`config.mk`:
```
export PLATFORM = sky130hd
export DESIGN_NAME = pipe_stage_elastic
export DESIGN_NICKNAME = d
export VERILOG_FILES = /design/src/rtl/pipe_types_pkg.sv /design/src/rtl/pipe_sat_counter.sv /design/src/rtl/pipe_stage_elastic.sv
export SDC_FILE = /design/constraint.sdc
export NUM_CORES = 1
export LEC_CHECK = 0
export CAP_MARGIN = 40
export CORE_ASPECT_RATIO = 0.6
export CORE_UTILIZATION = 35
export CTS_BUF_LIST = sky130_fd_sc_hd__clkbuf_8
export DETAILED_ROUTE_END_ITERATION = 8
export PLACE_DENSITY = 0.61
export SYNTH_ARGS = -nofsm -noshare
export SYNTH_HDL_FRONTEND = slang
export SYNTH_SLANG_ARGS = --single-unit
```
`constraint.sdc`:
```
create_clock -name CLK -period 1.89 [get_ports CLK]
set_clock_uncertainty 0.2 [all_clocks]
set_input_delay 0.189 -clock CLK [delete_from_list [all_inputs] [get_ports CLK]]
set_output_delay 0.189 -clock CLK [all_outputs]
set_load 0.005 [all_outputs]
```
`src/rtl/pipe_types_pkg.sv`:
```
// Shared types for the elastic pipeline stage: occupancy state encoding and the
// default bubble payload (sll $0,$0,0 encodes as all zeros).
package pipe_types_pkg;

    typedef enum logic [1:0] {
        EMPTY = 2'd0,
        BUSY  = 2'd1,
        FULL  = 2'd2
    } pipe_state_t;

    localparam logic [31:0] PIPE_NOP = 32'h0000_0000;

    localparam int PERF_NUM_CNT = 3;
    localparam int PERF_STALL   = 0;
    localparam int PERF_FLUSH   = 1;
    localparam int PERF_XFER    = 2;

endpackage

```
`src/rtl/pipe_sat_counter.sv`:
```
// Saturating event counter: +1 per cycle with inc high, sticks at all-ones,
// cleared only by the asynchronous reset.
module pipe_sat_counter #(
    parameter int CNTW = 16
) (
    input  logic            clk,
    input  logic            rst_n,
    input  logic            inc,
    output logic [CNTW-1:0] cnt
);

    logic [CNTW-1:0] cnt_reg;

    always_ff @(posedge clk or negedge rst_n) begin
        if (!rst_n) begin
            cnt_reg <= '0;
        end else if (inc && (cnt_reg != {CNTW{1'b1}})) begin
            cnt_reg <= cnt_reg + 1'b1;
        end
    end

    assign cnt = cnt_reg;

endmodule

```
`src/rtl/pipe_stage_elastic.sv`:
```
// Elastic pipeline stage register with a 2-entry skid buffer (main + skid) so
// in_ready only depends on registered state and flush. Define PIPE_STAGE_PERF_EN
// to add saturating stall/flush/transfer counters.
module pipe_stage_elastic
    import pipe_types_pkg::*;
#(
    parameter int           W         = 32,
    parameter logic [W-1:0] NOP_VALUE = W'(PIPE_NOP),
    parameter int           CNTW      = 16
) (
    input  logic            CLK,
    input  logic            nRST,
    input  logic            flush,
    input  logic            in_valid,
    output logic            in_ready,
    input  logic [W-1:0]    in_data,
    output logic            out_valid,
    input  logic            out_ready,
    output logic [W-1:0]    out_data
`ifdef PIPE_STAGE_PERF_EN
    ,
    output logic [CNTW-1:0] stall_cnt,
    output logic [CNTW-1:0] flush_cnt,
    output logic [CNTW-1:0] xfer_cnt
`endif
);

    pipe_state_t    state_reg;
    logic [W-1:0]   main_reg;
    logic [W-1:0]   skid_reg;
    logic           out_valid_reg;
    logic           in_fire;
    logic           out_fire;

    assign in_ready  = (state_reg != FULL) && !flush;
    assign out_valid = out_valid_reg;
    assign out_data  = main_reg;
    assign in_fire   = in_valid && in_ready;
    assign out_fire  = out_valid_reg && out_ready;

    // out_valid_reg mirrors (state_reg != EMPTY) but is kept as its own flop
    // so the downstream valid comes straight off a register.
    always_ff @(posedge CLK or negedge nRST) begin
        if (!nRST) begin
            state_reg     <= EMPTY;
            main_reg      <= NOP_VALUE;
            skid_reg      <= NOP_VALUE;
            out_valid_reg <= 1'b0;
        end else if (flush) begin
            state_reg     <= EMPTY;
            main_reg      <= NOP_VALUE;
            skid_reg      <= NOP_VALUE;
            out_valid_reg <= 1'b0;
        end else begin
            case (state_reg)
                EMPTY: begin
                    if (in_fire) begin
                        state_reg     <= BUSY;
                        main_reg      <= in_data;
                        out_valid_reg <= 1'b1;
                    end
                end
                BUSY: begin
                    if (in_fire && out_fire) begin
                        main_reg <= in_data;
                    end else if (in_fire) begin
                        state_reg <= FULL;
                        skid_reg  <= in_data;
                    end else if (out_fire) begin
                        state_reg     <= EMPTY;
                        main_reg      <= NOP_VALUE;
                        out_valid_reg <= 1'b0;
                    end
                end
                FULL: begin
                    // in_ready is low here, so only the drain path can move.
                    if (out_fire) begin
                        state_reg <= BUSY;
                        main_reg  <= skid_reg;
                        skid_reg  <= NOP_VALUE;
                    end
                end
                default: begin
                    state_reg     <= EMPTY;
                    main_reg      <= NOP_VALUE;
                    skid_reg      <= NOP_VALUE;
                    out_valid_reg <= 1'b0;
                end
            endcase
        end
    end

`ifdef PIPE_STAGE_PERF_EN
    logic [PERF_NUM_CNT-1:0] perf_inc;
    logic [CNTW-1:0]         perf_cnt [PERF_NUM_CNT];

    assign perf_inc[PERF_STALL] = out_valid_reg && !out_ready;
    assign perf_inc[PERF_FLUSH] = flush;
    assign perf_inc[PERF_XFER]  = out_fire;

    genvar gi;
    generate
        for (gi = 0; gi < PERF_NUM_CNT; gi = gi + 1) begin : g_perf
            pipe_sat_counter #(
                .CNTW (CNTW)
            ) u_cnt (
                .clk   (CLK),
                .rst_n (nRST),
                .inc   (perf_inc[gi]),
                .cnt   (perf_cnt[gi])
            );
        end
    endgenerate

    assign stall_cnt = perf_cnt[PERF_STALL];
    assign flush_cnt = perf_cnt[PERF_FLUSH];
    assign xfer_cnt  = perf_cnt[PERF_XFER];
`endif

endmodule

```
---- Word-level counts from Yosys, hierarchy flattened ----
Cells that the tools add are included.
cells by class
  mux-type cells .......................... 23
  reductions and logical operators ........ 10
  equality and inequality tests ........... 14
operators with widths
  kind                                                              number
  32-bit 2-to-1 mux                                                 8
  32-bit one-hot mux with 3 select lines                            2
  3-bit inequality test (second input constant)                     6
  2-bit 2-to-1 mux                                                  6
  4-bit inequality test (second input constant)                     3
  4-bit AND reduction                                               3
  2-bit inequality test (second input constant)                     3
  2-bit one-hot mux with 3 select lines                             1
  1-bit 2-to-1 mux                                                  5
  5-bit AND reduction                                               1
  1-bit logical AND                                                 4
  1-bit one-hot mux with 3 select lines                             1
  2-bit by 1-bit == test with 1-bit output (second input constant)  1
  2-bit == test (second input constant)                             1
  2-bit logical NOT                                                 1
  1-bit logical NOT                                                 1
storage, ports and cells
  output and inout port bits .............. 34
  bits in registers ....................... 67

---- Depth between registers and ports, before layout ----
Gate-level depths: netlist of run 1.
  word-level depth ........................ 7
  mapped depth ............................ 7

---- Least setup slack after synthesis of run 1 ----
OpenSTA, ideal clock, no wires.
  path kind ............................... reg2reg
  from .................................... reg out_valid_reg, in the netlist out_valid
  to ...................................... reg main_reg[17], in the netlist out_data[17]
  library setup time ...................... 75 ps
  arrival time ............................ 1500 ps
  buffers on the path ..................... 2
  stages on the path, launching flop included .. 7
  slack ................................... 115 ps
  data required time ...................... 1615 ps
  clock period less this slack ............ 1775 ps
  cell sequence ........................... dfrtp_1 -> and2_4 -> buf_6 -> a211o_1 -> a21oi_4 -> buf_6 -> o2bb2ai_2
between the ends
  word-level cells in the longest chain between the ends .. 5
RTL lines
  element                                 RTL line                  source
  from (decl)                             pipe_stage_elastic.sv:31  logic out_valid_reg;
  from (signal assigned)                  pipe_stage_elastic.sv:48  out_valid_reg <= 1'b0;
  from (signal assigned)                  pipe_stage_elastic.sv:53  out_valid_reg <= 1'b0;
  from (signal assigned)                  pipe_stage_elastic.sv:60  out_valid_reg <= 1'b1;
  1-bit logical AND (*)                   pipe_stage_elastic.sv:39  assign out_fire = out_valid_reg && out_ready;
  1-bit logical AND                       pipe_stage_elastic.sv:64  if (in_fire && out_fire) begin
  32-bit 2-to-1 mux                       pipe_stage_elastic.sv:64
  32-bit one-hot mux with 3 select lines  pipe_stage_elastic.sv:55  case (state_reg)
  32-bit 2-to-1 mux                       pipe_stage_elastic.sv:49  end else if (flush) begin
  to (signal assigned)                    pipe_stage_elastic.sv:59  main_reg <= in_data;
  to (signal assigned)                    pipe_stage_elastic.sv:65  main_reg <= in_data;
  to (signal assigned)                    pipe_stage_elastic.sv:79  main_reg <= skid_reg;
  to (decl)                               pipe_stage_elastic.sv:29  logic [W-1:0] main_reg;
Mark *: on every way between the ends. The rest lies on a longest branch, timed or not.
A chain may end at the register's enable or synchronous reset.

---- Final worst setup path of run 1 ----
  from .................................... reg state_reg[1]
  to ...................................... reg main_reg[3], in the netlist out_data[3]
between the ends
  word-level cells in the longest chain between the ends .. 7
RTL lines
  element                                 RTL line                  source
  from (decl)                             pipe_stage_elastic.sv:28  pipe_state_t state_reg;
  from (signal assigned)                  pipe_stage_elastic.sv:45  state_reg <= EMPTY;
  from (signal assigned)                  pipe_stage_elastic.sv:50  state_reg <= EMPTY;
  from (signal assigned)                  pipe_stage_elastic.sv:58  state_reg <= BUSY;
  2-bit inequality test                   pipe_stage_elastic.sv:35  assign in_ready = (state_reg != FULL) && !flush;
  1-bit logical AND                       pipe_stage_elastic.sv:35
  1-bit logical AND                       pipe_stage_elastic.sv:38  assign in_fire = in_valid && in_ready;
  1-bit logical AND                       pipe_stage_elastic.sv:64
  32-bit 2-to-1 mux                       pipe_stage_elastic.sv:64
  32-bit one-hot mux with 3 select lines  pipe_stage_elastic.sv:55
  32-bit 2-to-1 mux                       pipe_stage_elastic.sv:49
Several ways; a longest one is shown, not always the timed one.

==> results.md, run 1 <==
* Post-Synth Adder-Cell Area at 0%
* Max H-tree Level at 3
* Synthesized Nets at 348
* CP Launch Type: flip-flop
* Worst Setup SP: state_reg[1]
* Row Count at 27
* Top-count cell post-synth: dfrtp_1
* Average size of a mapped cell at 10.7 um^2
* Worst skew pair latency at roughly 350 ps
* CP max stage delay at 380 ps
* Total CTS buffers at 9
* P_leak at 2.00 nW
* Number of global-route vias before repair at 2,687
* WL met1 at 4.25 mm
* Core Area at 9220 um^2
* Post-synthesis cell type count at 28
* Status: finished, final reports clean
* Hold Violations, Final at 0
* Total routed wirelength at between 8 and 9 mm
* HP Class: in -> async
* Simple-gate share of the synthesized area at 8.26%
* Mapped cell area at 3330 um^2
* Critical Path RT at 1950 ps
* Final nets at 433
* Number of synthesized register bits at 67
* Initial antenna violation count at 0
* Die area at between 9000 and 10,000 um^2
* I/O pins at 71
* Critical path data arrival time at around 1900 ps
* Max frequency at around 550 MHz
* Ys async rst share at between 90% and 100%
* Synth top cells by count: 67 x dfrtp_1, 47 x mux2i_1, 36 x nand2_1, 33 x inv_1, 22 x o2bb2ai_1
* Port buffer count at 70
* Cell mode on critical path: buf_4
* Largest family of logic cells by synthesized area: compound AO/OA/AOI/OAI gates
* Filler cells at 817
* GRT overflow at 0
* Total inserted antenna cells at 0
* Post-layout minimum cycle time at 1800 ps
* Gpl congestion at 0.872
* CP top delay family: compound AO/OA/AOI/OAI gates
* Critical path's slowest cell: dfrtp_1
* Seq/Total Area, Yosys at around half
* Routed WL per cell at 15.9 um
* # setup viols final at 0
* Ys Warns at 0
* Cell taking the most area after synthesis: dfrtp_1
* Cells after Synth at 311
* Routed wl met3 at 578 um
* Crit path max fanout at 17
* CTS tree: done
* Dpl hpwl at 5.78 mm
* Synth Area in XOR/XNOR at 0%
* Share of layout cells above drive strength 1 at 14.0%
* CP bufs+invs at 3
* Util after Layout at between 40% and 50%
* EDFF count, synth at 0
* Synth Area in Compound Gates at 19.0%
* Met2 WL at 3.58 mm
* DRC Markers at 0
* Fin crit share at a little over nine tenths
* Place WS at -81.5 ps
* Area share of the largest cell type after synthesis at 50.3%
* Max Slew Vio Count at 0
* Post-synthesis mux area share at 14.1%
* Worst path cell trace: buf_4, buf_4, a211o_1, a21oi_4, buf_12, o2bb2ai_1
* DRT antenna net count at 0
* Via-per-instance ratio at 4.91
* Max-cap violations at 0
* Gr usage total at 18.9%
* Clock sinks at 67
* Maximum vdd drop at 0.000457 V
* DRT Pass-1 Iters at 4
* Die X at ~130 um
* CP Class: reg -> reg
* Largest net degree at the start of global routing at 40
* Initial core utilization at 36.1%
* Synth area leaders: dfrtp_1 50%, mux2i_1 14%, o2bb2ai_1 5.8%
* Clk slew on worst S/H paths at 70 ps
* R2r startpoint: state_reg[1]
* Root buffer cell: clkbuf_8
* Vias post-DR at 2,608
* Critical Path Sink Type: flip-flop
* RSZ-0062 raised after global routing: no
* Relative slew slack at between 70 and 80%
* Clock buffer depth at 2
* Die Ht at 77.6 um
* Top layer in use: met4
* Initial DRC Count at 120
* Pwr/cell area at 792 nW/um^2
* Setup ws final at 86.9 ps
* Layout area overhead at 37.3%
* First-pass GRT wire length at 14.2 mm
* Tightest Pin Transition at 443 ps
* Synth Flop Type: dfrtp_1
==> area by class of cell <==
class                      count  area [um^2]  area share [%]
timing repair buffer          97         1000            21.8
clock inverter                 4         41.3           0.902
tap                          130          163            3.55
inverter                      33          124            2.71
multi-input combinational    188         1410            30.7
sequential                    67         1680            36.6
clock buffer                  12          165            3.61
==> what timing repair did <==
action                                  CTS  global route
buffers inserted                          2             0
gates resized for setup                   2             0
hold endpoints to repair                 67             0
hold buffers                              1             0
endpoints found under the setup margin    1             0
==> worst register-to-register path: cells and delay by family, from the launching register on <==
kind            cells  cell delay (ps)
compound gates      3              650
buf+inv             3              490
flops               1              380
==> stage by stage <==
stage               setup TNS (ps)  hold WS (ps)  total power, W  instances  instance area [um^2]
floorplan                        0          -307         0.00199        311                  3330
global placement             -1600         -42.5         0.00239        512                  4340
detailed placement           -1820         -39.8         0.00240        512                  4340
CTS                              0           102         0.00368        531                  4580
global route                     0           136         0.00381        531                  4580
finish                           0           104         0.00362        531                  4580
==> power breakdown <==
group,switching (W),internal (W)
combinational,0.000373,0.000408
sequential,0.0000639,0.00153
clock,0.000544,0.000704
total,0.000980,0.00264
==> kinds of logic (layout without fill, tap and decap cells) <==
family | after synthesis | count (layout)
flops | 67 | 67
simple gates | 65 | 65
buf+inv | 56 | 146
mux | 47 | 47
compound gates | 76 | 76
==> final timing paths <==
kind                           endpoint  slack [ps]  cells after the start
max                         out_data[3]          90                      6
min                         out_data[8]         100                      2
max reg2reg                 out_data[3]          90                      6
min reg2reg                out_data[15]         300                      1
max in group asynchronous   out_data[4]         800                      3
min in group CLK           skid_reg[26]         220                      3
==> per-layer routing <==
metal  vias up  track usage [%]
met3         5             7.45
met2        78             27.4
met1      1275             26.4
li1       1250                -
met4         0             3.88
met5         -                0
==> layout by cell type (no fill, tap or decap), drive strengths merged, types with 2 or more instances in the layout <==
cell type / n
a21o: 2
a21oi: 21
a22oi: 18
buf: 27
clkbuf: 12
clkdlybuf4s50: 68
dfrtp: 67
inv: 36
mux2i: 47
nand2: 36
nand2b: 2
nor2: 19
nor2b: 2
o2bb2ai: 32
Power figures use the tool's default switching activity.
==> inputs of run 2 (changes only) <==
--- a/config.mk
+++ b/config.mk
@@ -10,6 +10,7 @@
 export CORE_UTILIZATION = 35
 export CTS_BUF_LIST = sky130_fd_sc_hd__clkbuf_8
 export DETAILED_ROUTE_END_ITERATION = 8
+export GPL_ROUTABILITY_DRIVEN = 0
 export PLACE_DENSITY = 0.61
 export SYNTH_ARGS = -nofsm -noshare
 export SYNTH_HDL_FRONTEND = slang
==> results of run 2 <==
Same layout as run 1: the final DEF is identical, and so are final timing and power.
